<file path="src/rtl/ifetch_queue_pkg.sv">
// Shared definitions for the instruction prefetch queue: FSM encodings,
// reset fetch address and the {pc, word} entry format held in the FIFO.
package ifetch_queue_pkg;

  localparam logic [1:0] ST_IDLE = 2'b00;
  localparam logic [1:0] ST_WAIT = 2'b01;
  localparam logic [1:0] ST_DROP = 2'b10;

  localparam logic [31:0] RESET_PC_DEFAULT = 32'h0000_0000;
  localparam logic [31:0] PC_STEP          = 32'd4;

  typedef struct packed {
    logic [31:0] pc;
    logic [31:0] word;
  } fetch_entry_t;

  function automatic logic [31:0] word_align(input logic [31:0] pc);
    return pc & 32'hFFFF_FFFC;
  endfunction

endpackage

</file>
<file path="src/rtl/ifq_fifo.sv">
// DEPTH-entry synchronous FIFO with a registered head word; flush wins over
// push and the head keeps its last value while the FIFO is empty.
module ifq_fifo #(
  parameter int DEPTH = 4,
  parameter int W     = 64
) (
  input  logic                   clk,
  input  logic                   rst,
  input  logic                   push,
  input  logic                   pop,
  input  logic                   flush,
  input  logic [W-1:0]           din,
  output logic [W-1:0]           dout,
  output logic [$clog2(DEPTH):0] count,
  output logic                   full,
  output logic                   empty
);

  localparam int PW = $clog2(DEPTH);
  localparam int CW = PW + 1;
  localparam logic [CW-1:0] DEPTH_C = CW'(DEPTH);
  localparam logic [CW-1:0] ZERO_C  = {CW{1'b0}};
  localparam logic [CW-1:0] ONE_C   = CW'(1'b1);
  localparam logic [CW-1:0] TWO_C   = CW'(2'd2);
  localparam logic [PW-1:0] PTR_ONE = PW'(1'b1);

  logic [W-1:0]  mem_r [DEPTH];
  logic [PW-1:0] rd_ptr_r;
  logic [PW-1:0] wr_ptr_r;
  logic [CW-1:0] count_r;
  logic [W-1:0]  head_r;
  logic [W-1:0]  head_nxt_s;
  logic [PW-1:0] rd_next_s;
  logic          push_ok_s;
  logic          pop_ok_s;

  assign full      = (count_r == DEPTH_C);
  assign empty     = (count_r == ZERO_C);
  assign count     = count_r;
  assign dout      = head_r;
  assign push_ok_s = push & ~full;
  assign pop_ok_s  = pop & ~empty;
  assign rd_next_s = rd_ptr_r + PTR_ONE;

  // Next head word: the entry behind the popped one, or the incoming word when the FIFO drains or fills from empty.
  always_comb begin
    head_nxt_s = head_r;
    if (flush) begin
      head_nxt_s = head_r;
    end else if (pop_ok_s) begin
      if (count_r >= TWO_C) begin
        head_nxt_s = mem_r[rd_next_s];
      end else if (push_ok_s) begin
        head_nxt_s = din;
      end else begin
        head_nxt_s = head_r;
      end
    end else if (push_ok_s && empty) begin
      head_nxt_s = din;
    end else begin
      head_nxt_s = head_r;
    end
  end

  // Storage array write port.
  always_ff @(posedge clk) begin
    if (push_ok_s && !flush) begin
      mem_r[wr_ptr_r] <= din;
    end
  end

  // Pointers, occupancy and head register.
  always_ff @(posedge clk or negedge rst) begin
    if (!rst) begin
      rd_ptr_r <= {PW{1'b0}};
      wr_ptr_r <= {PW{1'b0}};
      count_r  <= ZERO_C;
      head_r   <= {W{1'b0}};
    end else if (flush) begin
      rd_ptr_r <= {PW{1'b0}};
      wr_ptr_r <= {PW{1'b0}};
      count_r  <= ZERO_C;
      head_r   <= head_nxt_s;
    end else begin
      if (push_ok_s) begin
        wr_ptr_r <= wr_ptr_r + PTR_ONE;
      end
      if (pop_ok_s) begin
        rd_ptr_r <= rd_next_s;
      end
      case ({push_ok_s, pop_ok_s})
        2'b10:   count_r <= count_r + ONE_C;
        2'b01:   count_r <= count_r - ONE_C;
        default: count_r <= count_r;
      endcase
      head_r <= head_nxt_s;
    end
  end

endmodule

</file>
<file path="src/rtl/ifetch_queue.sv">
// Instruction prefetch stage: single-outstanding req/ack fetcher feeding a
// small FIFO toward decode, with flush-and-restart on core redirects.
module ifetch_queue
  import ifetch_queue_pkg::*;
#(
  parameter int          DEPTH    = 4,
  parameter int          AW       = 10,
  parameter logic [31:0] RESET_PC = RESET_PC_DEFAULT
) (
  input  logic          clk,
  input  logic          rst,
  input  logic          redirect,
  input  logic [31:0]   redirect_pc,
  output logic          im_req,
  output logic [AW-1:0] im_addr,
  input  logic          im_ack,
  input  logic [31:0]   im_rdata,
  output logic          inst_valid,
  output logic [31:0]   inst,
  output logic [31:0]   inst_pc,
  input  logic          inst_ready
);

  localparam int CW = $clog2(DEPTH) + 1;
  localparam logic [CW-1:0] DEPTH_C = CW'(DEPTH);
  localparam logic [CW-1:0] ONE_C   = CW'(1'b1);

  logic [1:0]    state_r;
  logic [1:0]    state_nxt_s;
  logic [31:0]   fetch_pc_r;
  logic [31:0]   fetch_pc_nxt_s;
  logic [AW-1:0] drop_addr_r;
  logic [CW-1:0] count_s;
  logic [CW-1:0] post_push_count_s;
  logic          full_s;
  logic          empty_s;
  logic          push_s;
  logic          pop_s;
  logic          flush_s;
  fetch_entry_t  push_entry_s;
  fetch_entry_t  head_s;

  assign inst_valid        = ~empty_s;
  assign inst              = head_s.word;
  assign inst_pc           = head_s.pc;
  assign pop_s             = inst_valid & inst_ready;
  assign push_s            = (state_r == ST_WAIT) & im_ack & ~redirect;
  assign flush_s           = redirect;
  assign push_entry_s      = '{pc: fetch_pc_r, word: im_rdata};
  assign post_push_count_s = pop_s ? count_s : (count_s + ONE_C);

  // The memory still owns the abandoned address during DROP, so im_addr keeps it until the ack.
  assign im_req  = (state_r == ST_WAIT) | (state_r == ST_DROP);
  assign im_addr = (state_r == ST_DROP) ? drop_addr_r : fetch_pc_r[AW+1:2];

  // Fetch FSM next-state and fetch address.
  always_comb begin
    state_nxt_s    = state_r;
    fetch_pc_nxt_s = fetch_pc_r;
    case (state_r)
      ST_IDLE: begin
        if (redirect) begin
          fetch_pc_nxt_s = word_align(redirect_pc);
        end else if (!full_s) begin
          state_nxt_s = ST_WAIT;
        end else begin
          state_nxt_s = ST_IDLE;
        end
      end
      ST_WAIT: begin
        if (redirect) begin
          fetch_pc_nxt_s = word_align(redirect_pc);
          state_nxt_s    = im_ack ? ST_IDLE : ST_DROP;
        end else if (im_ack) begin
          fetch_pc_nxt_s = fetch_pc_r + PC_STEP;
          state_nxt_s    = (post_push_count_s < DEPTH_C) ? ST_WAIT : ST_IDLE;
        end else begin
          state_nxt_s = ST_WAIT;
        end
      end
      ST_DROP: begin
        if (redirect) begin
          fetch_pc_nxt_s = word_align(redirect_pc);
        end else begin
          fetch_pc_nxt_s = fetch_pc_r;
        end
        state_nxt_s = im_ack ? ST_IDLE : ST_DROP;
      end
      default: begin
        state_nxt_s    = ST_IDLE;
        fetch_pc_nxt_s = fetch_pc_r;
      end
    endcase
  end

  // FSM state, fetch PC and held address of a request being drained.
  always_ff @(posedge clk or negedge rst) begin
    if (!rst) begin
      state_r     <= ST_IDLE;
      fetch_pc_r  <= RESET_PC;
      drop_addr_r <= {AW{1'b0}};
    end else begin
      state_r    <= state_nxt_s;
      fetch_pc_r <= fetch_pc_nxt_s;
      if ((state_r == ST_WAIT) && (state_nxt_s == ST_DROP)) begin
        drop_addr_r <= fetch_pc_r[AW+1:2];
      end else begin
        drop_addr_r <= drop_addr_r;
      end
    end
  end

  ifq_fifo #(
    .DEPTH (DEPTH),
    .W     ($bits(fetch_entry_t))
  ) u_fifo (
    .clk   (clk),
    .rst   (rst),
    .push  (push_s),
    .pop   (pop_s),
    .flush (flush_s),
    .din   (push_entry_s),
    .dout  (head_s),
    .count (count_s),
    .full  (full_s),
    .empty (empty_s)
  );

endmodule

</file>
<file path="config.mk">
export PLATFORM = sky130hd
export DESIGN_NAME = ifetch_queue
export DESIGN_NICKNAME = d
export VERILOG_FILES = /design/src/rtl/ifetch_queue_pkg.sv /design/src/rtl/ifq_fifo.sv /design/src/rtl/ifetch_queue.sv
export SDC_FILE = /design/constraint.sdc
export NUM_CORES = 1
export LEC_CHECK = 0
export BUFFER_PORTS_ARGS = -buffer_cell sky130_fd_sc_hd__buf_2
export CAP_MARGIN = 20
export CORE_MARGIN = 4
export CORE_UTILIZATION = 30
export CTS_BUF_LIST = sky130_fd_sc_hd__clkbuf_8
export DETAILED_ROUTE_END_ITERATION = 8
export SETUP_SLACK_MARGIN = 0.1
export SYNTH_ARGS = -nofsm -noshare
export SYNTH_HDL_FRONTEND = slang
export SYNTH_HIERARCHICAL = 1
export SYNTH_SLANG_ARGS = --single-unit
</file>
<file path="constraint.sdc">
create_clock -name clk -period 9.8 [get_ports clk]
set_clock_uncertainty 0.05 [all_clocks]
set_input_delay 0.98 -clock clk [delete_from_list [all_inputs] [get_ports clk]]
set_output_delay 0.98 -clock clk [all_outputs]
set_load 0.01 [all_outputs]
</file>
==> results of run 1 <==
==> through the flow <==
step | util (%) | cell area, µm²
3_3_place_gp | 33.2 | 16600
5_1_grt | 35.6 | 17800
6_report | 35.6 | 17800
2_1_floorplan | - | 15200
3_5_place_dp | 33.2 | 16600
4_1_cts | 35.4 | 17700
==> layout by cell type, fill, tap and decap left out, drive strengths merged, types with 4 or more instances in the layout <==
cell type	instances
a31oi	65
o22ai	11
o22a	4
inv	51
dfrtp	113
nand4	5
o21ai	16
ha	9
nand2	161
buf	155
and3	12
and4	5
nand3	20
clkinv	12
clkbuf	63
conb	10
or3	5
a2bb2oi	6
and2	7
nor2	88
mux2	20
a21oi	29
nor3	13
a311oi	7
edfxtp	256
mux4	64
nor2b	5
==> power by group through the flow <==
stage / Combinational, mW / Sequential (mW) / Clock [mW]
3_3_place_gp: 0.953 / 2.27 / 0
5_1_grt: 1.07 / 2.30 / 1.35
3_5_place_dp: 0.966 / 2.29 / 0
4_1_cts: 0.969 / 2.25 / 1.28
2_1_floorplan: 0.551 / 2.25 / 0
6_report: 0.955 / 2.25 / 1.23
==> final cells by class <==
| class | instances | area, µm² | area share [%] |
|---|---|---|---|
| diodes | 1 | 2.50 | 0.0140 |
| clock buffers | 63 | 867 | 4.86 |
| clock inverters | 50 | 236 | 1.33 |
| inverters | 14 | 52.6 | 0.295 |
| multi-input cells | 601 | 4440 | 24.9 |
| flip-flops and latches | 369 | 10500 | 59.0 |
| well taps | 672 | 841 | 4.71 |
| repair buffers | 155 | 883 | 4.95 |
==> metal layers <==
layer / up-vias / share of wire, %
met2: 268 / 46
met4: 0 / 2.2
met1: 4726 / 47
li1: 4282 / -
met5: - / 0
met3: 63 / 5.6
==> worst reg2reg max path: cells and delay by family, from the launching register on <==
| family | cells | cell delay, ps |
|---|---|---|
| AOI/OAI and AO/OA | 2 | 450 |
| and+or+nand+nor | 2 | 450 |
| buffers and inverters | 4 | 1480 |
| DFF | 1 | 540 |
==> path summary, 6_finish.rpt <==
check	from	depth (start not counted)	end	slack, ps
max	state_r[0]	4	im_addr[8]	6440
min reg2reg	drop_addr_r[5]	1	drop_addr_r[5]	450
min in group clk	drop_addr_r[5]	1	drop_addr_r[5]	450
max reg2reg	u_fifo/count[2]	8	u_fifo/dout[16]	6640
max in group asynchronous	rst	2	u_fifo/rd_ptr_r[0]	7830
min	rst	1	u_fifo/dout[44]	370
==> logic make-up after synthesis <==
| kind of cell | after synthesis | synth area share, % |
|---|---|---|
| AO/OA/AOI/OAI | 159 | 6.89 |
| XOR/XNOR | 4 | 0.230 |
| adder cells (fa/ha/maj) | 10 | 0.872 |
| buffers and inverters | 74 | 2.17 |
| flip-flops | 369 | 69.1 |
| multiplexers | 86 | 11.1 |
| other | 1 | 0.0247 |
| AND/OR/NAND/NOR | 332 | 9.58 |
==> registers in the layout, indices dropped and copies added, names as in the netlist <==
signal           count
u_fifo/rd_ptr_r      2
state_r              2
u_fifo/wr_ptr_r      2
u_fifo/dout         64
fetch_pc_r          30
u_fifo/mem_r       256
drop_addr_r         10
u_fifo/count         3
==> out/qor.csv, run 1 <==
metric,value,unit
finalHoldViolCount,0,
cts_buffer_depth,3,
critical_path.startpoint_type,flip-flop,
ios,145,
ys_async_sr_fraction,30.6,%
drc,0,
setup_tns,0,ps
io_buffers,142,
synthTopCellsByArea,"edfxtp_1, dfrtp_1, mux4_2",
die_x,233,µm
crit_chain,"inv_1, ha_1, mux2_2, buf_2",
clock-root-buffer,clkbuf_8,
syn-cell-area,0.0152,mm²
design.final.nets,1280,
synth-seq-cells,369,
avgSynthCellArea,14.7,µm²
ir_drop,0.000201,V
post_cts_buffers,0,
synth_most_common_cell,edfxtp_1,
crit_fanout,16,
critical_path_arrival,2330,ps
power.switching,1.44,mW
setup_slack,6440,ps
rsz0062_at_grt,no,
drt_pre_antenna_iters,5,
syn_inst,1035,
postRouteAntennaNets,0,
num_rows,82,
finalSetupViolations,0,
max_slew_margin,27.7,%
die_area,0.0544,mm²
synth-seq-area-share,69.1,%
yosys.area.top_type,edfxtp_1,
critPathBufInv,2,
cpPeakStageDelay,600,ps
critPathKind,reg2out,
ys_top_cells_by_count,"edfxtp_1, nand2_1, dfrtp_1",
cts_resized,0,
clock_sinks,369,
clkTransAtPathRegs,60,ps
via_per_inst,4.85,
gr-usage-met1,19.1,%
area_growth,17.3,%
die_h,233,µm
clkPwrFrac,27.7,%
preCtsSetupSlack,6010,ps
h-tree-depth,2,
worst_pin_slew,1090,ps
dp_hpwl,20900,µm
pwr_density_cell,248,mW/mm²
synth.distinct_cells,58,
period_share,34.3,%
report.final.slew_viol_count,0,
swShare,32.4,%
numCtsBuffers,60,
synth_top_area_share,50.5,%
grt_pass1_vias,9478,
seq_power_share,50.8,%
fillers,4849,
routed_wl,36800,µm
top_usage_layer,met2,
crit_family,adder cells,
grt_pass1_wl,56400,µm
fin_total_pwr,4.43,mW
synth-edff-count,256,
use_met2,20.9,%
whs,373,ps
globalplace.congestion,0.804,
fmax,298,MHz
fin_cells,1925,
overflow,0,
layout-drive-gt1-share,26.2,%
via_count,9339,
min_period,3360,ps
drtIter0Drc,678,
wl_per_cell,19.1,µm
end_kind,output pin,
synthFlopType,edfxtp_1,
crit_slowest_cell,ha_1,
placed_cells,1807,
met3_usage,2.83,%
start_util,30.3,%
grt_max_degree,72,
hold_buffers,0,
cts_tree,yes,
combPwrFrac,21.5,%
status,"finished, final reports clean",
yosys_warnings,6,
required,8770,ps
worstSkewPairLatency,650,ps
grt_usage,13.5,%
holdCritPathClass,in2async,
drv_cap,0,
core_area,0.0502,mm²
p_leak,6.43,nW
antenna_found_initial,1,
intPower,3.00,mW
Power figures use the tool's default switching activity.
==> run 2, diff against run 1 <==
- clock period: 9.8 -> 3.5 ns (I/O delays scaled with it)
==> run 2 against run 1 <==
Routed wire length increased by 1.6%. Worst hold slack lost 320 ps. Critical path depth up 3. Critical path type is now reg2reg.
==> out/qor.csv, run 2 (synthesized netlist as in run 1, its figures left out) <==
metric,value,unit
status,"finished, final reports clean",
grt_pass1_vias,9604,
fmax,361,MHz
end_kind,flip-flop,
min_period,2770,ps
critical_path_arrival,3230,ps
seq_power_share,50.3,%
drt_pre_antenna_iters,5,
fillers,4834,
drv_cap,0,
postRouteAntennaNets,0,
numCtsBuffers,59,
crit_slowest_cell,or3_1,
max_slew_margin,26.7,%
ios,145,
wl_per_cell,18.8,µm
via_count,9582,
antenna_found_initial,1,
routed_wl,37400,µm
h-tree-depth,2,
cpPeakStageDelay,720,ps
post_cts_buffers,0,
core_area,0.0502,mm²
holdCritPathClass,in2reg,
required,3970,ps
die_h,233,µm
ir_drop,0.000394,V
whs,54.9,ps
top_register,u_fifo/mem_r,
pwr_density_cell,678,mW/mm²
io_buffers,142,
drtIter0Drc,683,
layout_common_cells,"edfxtp_1, nand2_1, buf_2",
crit_chain,"inv_1, ha_1, or3_1, nor3_1, nand2_1, o22ai_1, a21oi_1",
rsz0062_at_grt,no,
grt_pass1_wl,57200,µm
die_area,0.0544,mm²
cts_tree,yes,
largest_reg_flops,256,
intPower,8.47,mW
clock_sinks,369,
drc,0,
clock-root-buffer,clkbuf_8,
die_x,233,µm
crit_fanout,17,
setup_tns,0,ps
ff_latch_area,0.0105,mm²
finalSetupViolations,0,
via_per_inst,4.82,
clkTransAtPathRegs,70,ps
clkPwrFrac,27.6,%
start_util,30.3,%
p_leak,6.70,nW
swShare,32.7,%
num_rows,82,
design.final.nets,1344,
dp_hpwl,22000,µm
grt_usage,13.7,%
grt_max_degree,67,
layout-drive-gt1-share,26.0,%
overflow,0,
combPwrFrac,22.0,%
cts_buffer_depth,3,
power.switching,4.12,mW
critPathKind,reg2reg,
area_growth,22.2,%
globalplace.congestion,0.806,
period_share,79.1,%
critical_path.startpoint_type,flip-flop,
multi_input_area,0.00444,mm²
worstSkewPairLatency,670,ps
finalHoldViolCount,0,
worst_pin_slew,1100,ps
final_common_cell,edfxtp_1,
report.final.slew_viol_count,0,
run 2: changes by cell type in the layout (fill, tap and decap cells not counted), moves of 3 or more:
| cell | change |
|---|---|
| clkbuf_8 | +3 |
| dlygate4sd3_1 | +57 |
| buf_16 | -3 |
| inv_1 | -13 |
| clkinv_1 | +4 |
| buf_12 | +12 |
run 2: final cells by class:
| cell class | instances | share of cell area [%] |
|---|---|---|
| antenna | 1 | 0.0135 |
| tap | 672 | 4.53 |
| clock inverter | 43 | 1.14 |
| multi-input combinational | 601 | 23.9 |
| sequential | 369 | 56.6 |
| timing repair buffer | 220 | 8.63 |
| clock buffer | 66 | 4.89 |
| inverter | 14 | 0.283 |
run 2: path summary, 6_finish.rpt:
path | startpoint | endpoint | slack [ps] | cells past startpoint
max | state_r[0] | fetch_pc_r[30] | 730 | 7
min | redirect_pc[6] | fetch_pc_r[6] | 50 | 3
max reg2reg | state_r[0] | fetch_pc_r[30] | 730 | 7
min reg2reg | drop_addr_r[5] | drop_addr_r[5] | 450 | 1
max in group asynchronous | rst | u_fifo/dout[44] | 2260 | 3
min in group asynchronous | rst | u_fifo/dout[3] | 290 | 2
run 2: power by group through the flow:
| stage | combinational, mW | sequential, mW | clock, mW |
|---|---|---|---|
| detailed placement | 2.76 | 6.43 | 0 |
| global placement | 2.72 | 6.37 | 0 |
| finish | 2.77 | 6.34 | 3.48 |
| global route | 3.09 | 6.46 | 3.82 |
| CTS | 2.82 | 6.34 | 3.60 |
| floorplan | 1.54 | 6.30 | 0 |
run 2: stage by stage:
step / area (µm²) / util, % / total power, mW / std cells / worst slack [ps]
after floorplan: 15200 / - / 7.84 / 1044 / 333
after global placement: 16900 / 33.7 / 9.09 / 1819 / 788
after detailed placement: 16900 / 33.7 / 9.19 / 1819 / 773
after CTS: 18600 / 37.0 / 12.8 / 1985 / 674
after global routing: 18600 / 37.0 / 13.4 / 1986 / 593
final: 18600 / 37.0 / 12.6 / 1986 / 731
run 2: layer usage:
layer / GRT usage [%] / part of all wire (%) / wire, µm / vias up
met5: 0 / 0 / 0 / -
li1: - / - / - / 4404
met3: 2.63 / 6.0 / 2250 / 58
met2: 21.8 / 47 / 17500 / 295
met4: 3.81 / 2.1 / 800 / 0
met1: 19.1 / 45 / 16800 / 4825
run 2: critical path, delay by kind of cell (launching register included):
kind | cells | cell delay [ps]
flops | 1 | 410
buf+inv | 1 | 80
fa+ha+maj | 1 | 440
simple gates | 3 | 1440
compound gates | 2 | 220
run 2: timing repair:
action,4_1_cts,5_1_grt
gates resized for setup,0,0
hold buffers,57,0
hold endpoints to repair,232,0
==> run 3, diff against run 2 <==
- clock period: 3.5 -> 2.75 ns (I/O delays scaled with it)
==> run 3 against run 2 <==
Cell count is 1.5% higher. Clock power grew 28%. Worst hold slack better by 140 ps. Global-route usage grew 0.13 points. Total power is 28% higher. Register-to-register slack lost 480 ps. Core utilization grew 0.59 points. Sequential share of layout area is 0.88 points lower. Via count increased by 1.1%. Critical path type is now reg2out.
==> out/qor.csv, run 3 (synthesized netlist as in run 1, its figures left out) <==
metric,value,unit
crit_fanout,12,
fmax,400,MHz
drc,0,
clock_sinks,369,
ir_drop,0.000514,V
cts_tree,yes,
required,2420,ps
top_register,u_fifo/mem_r,
endpoint,im_addr[1],
numCtsBuffers,60,
critical_path.startpoint_type,flip-flop,
largest_reg_flops,256,
p_leak,6.85,nW
core_area,0.0502,mm²
timing.rr.end,u_fifo/count[2],
cts_buffer_depth,3,
fin_total_pwr,16.1,mW
finalHoldViolCount,0,
clock-root-buffer,clkbuf_8,
h-tree-depth,2,
critical_path_arrival,2180,ps
ios,145,
die_h,233,µm
design.final.nets,1372,
drv_cap,0,
pwr_density_cell,854,mW/mm²
period_share,90.9,%
status,"finished, final reports clean",
final_common_cell,edfxtp_1,
multi_input_area,0.00444,mm²
met2_length,17600,µm
start_util,30.3,%
postRouteAntennaNets,0,
fillers,4783,
layout-drive-gt1-share,27.0,%
reg2reg_slack,250,ps
critPathKind,reg2out,
clkTransAtPathRegs,60,ps
io_buffers,142,
dp_hpwl,22800,µm
rsz0062_at_grt,no,
n_antenna_cell,0,
via_count,9691,
wl_per_cell,18.5,µm
report.final.slew_viol_count,0,
ff_latch_area,0.0105,mm²
end_kind,output pin,
grt_pass1_vias,9812,
reg2reg_depth,10,
drt_pre_antenna_iters,4,
via_per_inst,4.81,
holdCritPathClass,in2async,
final_cell_area,0.0189,mm²
routed_wl,37300,µm
die_x,233,µm
rr_startpoint,u_fifo/count[2],
drtIter0Drc,627,
grt_max_degree,67,
worstSkewPairLatency,650,ps
overflow,0,
placed_area,0.0171,mm²
worst_pin_slew,883,ps
finalSetupViolations,0,
setup_tns,0,ps
whs,192,ps
grt_usage,13.8,%
max_slew_margin,41.2,%
grt_pass1_wl,57800,µm
num_rows,82,
die_area,0.0544,mm²
layout_common_cells,"edfxtp_1, nand2_1, buf_2",
maxUsedRoutingLayer,met4,
antenna_found_initial,0,
area_growth,24.1,%
globalplace.congestion,0.816,
crit_start,state_r[0],
min_period,2500,ps
wl_met1,16300,µm
dr_wl_met3,2560,µm
## run 3: repair_timing
item,4_1_cts,5_1_grt
resized for setup,1,1
hold buffers,65,0
endpoints found under the hold margin,243,0
setup endpoints to repair,1,1
buffers inserted,0,0
## run 3: layer usage
metal  up-vias  track usage, %
li1       4474               -
met1      4870            18.8
met2       288            21.9
met3        59            3.50
met4         0            3.92
met5         -               0
## run 3: metrics by stage
| step | std cells | util [%] | setup WS [ps] |
|---|---|---|---|
| 5_1_grt | 2015 | 37.6 | 119 |
| 3_5_place_dp | 1838 | 34.1 | 199 |
| 2_1_floorplan | 1044 | - | 104 |
| 4_1_cts | 2015 | 37.6 | 162 |
| 3_3_place_gp | 1838 | 34.1 | 245 |
| 6_report | 2015 | 37.6 | 249 |
## run 3: layout make-up
cell class,instances,area share [%]
Clock buffer,64,4.67
Clock inverter,48,1.31
Inverter,14,0.278
Multi-Input combinational cell,601,23.5
Sequential cell,369,55.8
Tap cell,672,4.45
Timing Repair Buffer,247,10.0
## run 3: worst min path at each step
| stage | cells after the start | end | slack (ps) |
|---|---|---|---|
| after floorplan | 0 | drop_addr_r[0] | -70 |
| after global placement | 1 | u_fifo/dout[14] | 370 |
| after detailed placement | 1 | u_fifo/dout[15] | 370 |
| after CTS | 6 | u_fifo/rd_ptr_r[1] | 150 |
| after global routing | 2 | u_fifo/dout[14] | 220 |
| final | 2 | u_fifo/dout[14] | 190 |
## run 3: critical path, cell delays in order (launching register included)
cell and delay, ps:
dfrtp_1 420, inv_1 100, ha_2 250, buf_4 230
mux2_2 380, buf_2 150
## run 3: power breakdown
group	switching [mW]	leakage [nW]	internal, mW	total [mW]
clock network	2.21	0.673	2.25	4.47
registers	0.870	3.59	7.06	7.93
logic	2.16	2.59	1.56	3.72
total	5.24	6.85	10.9	16.1
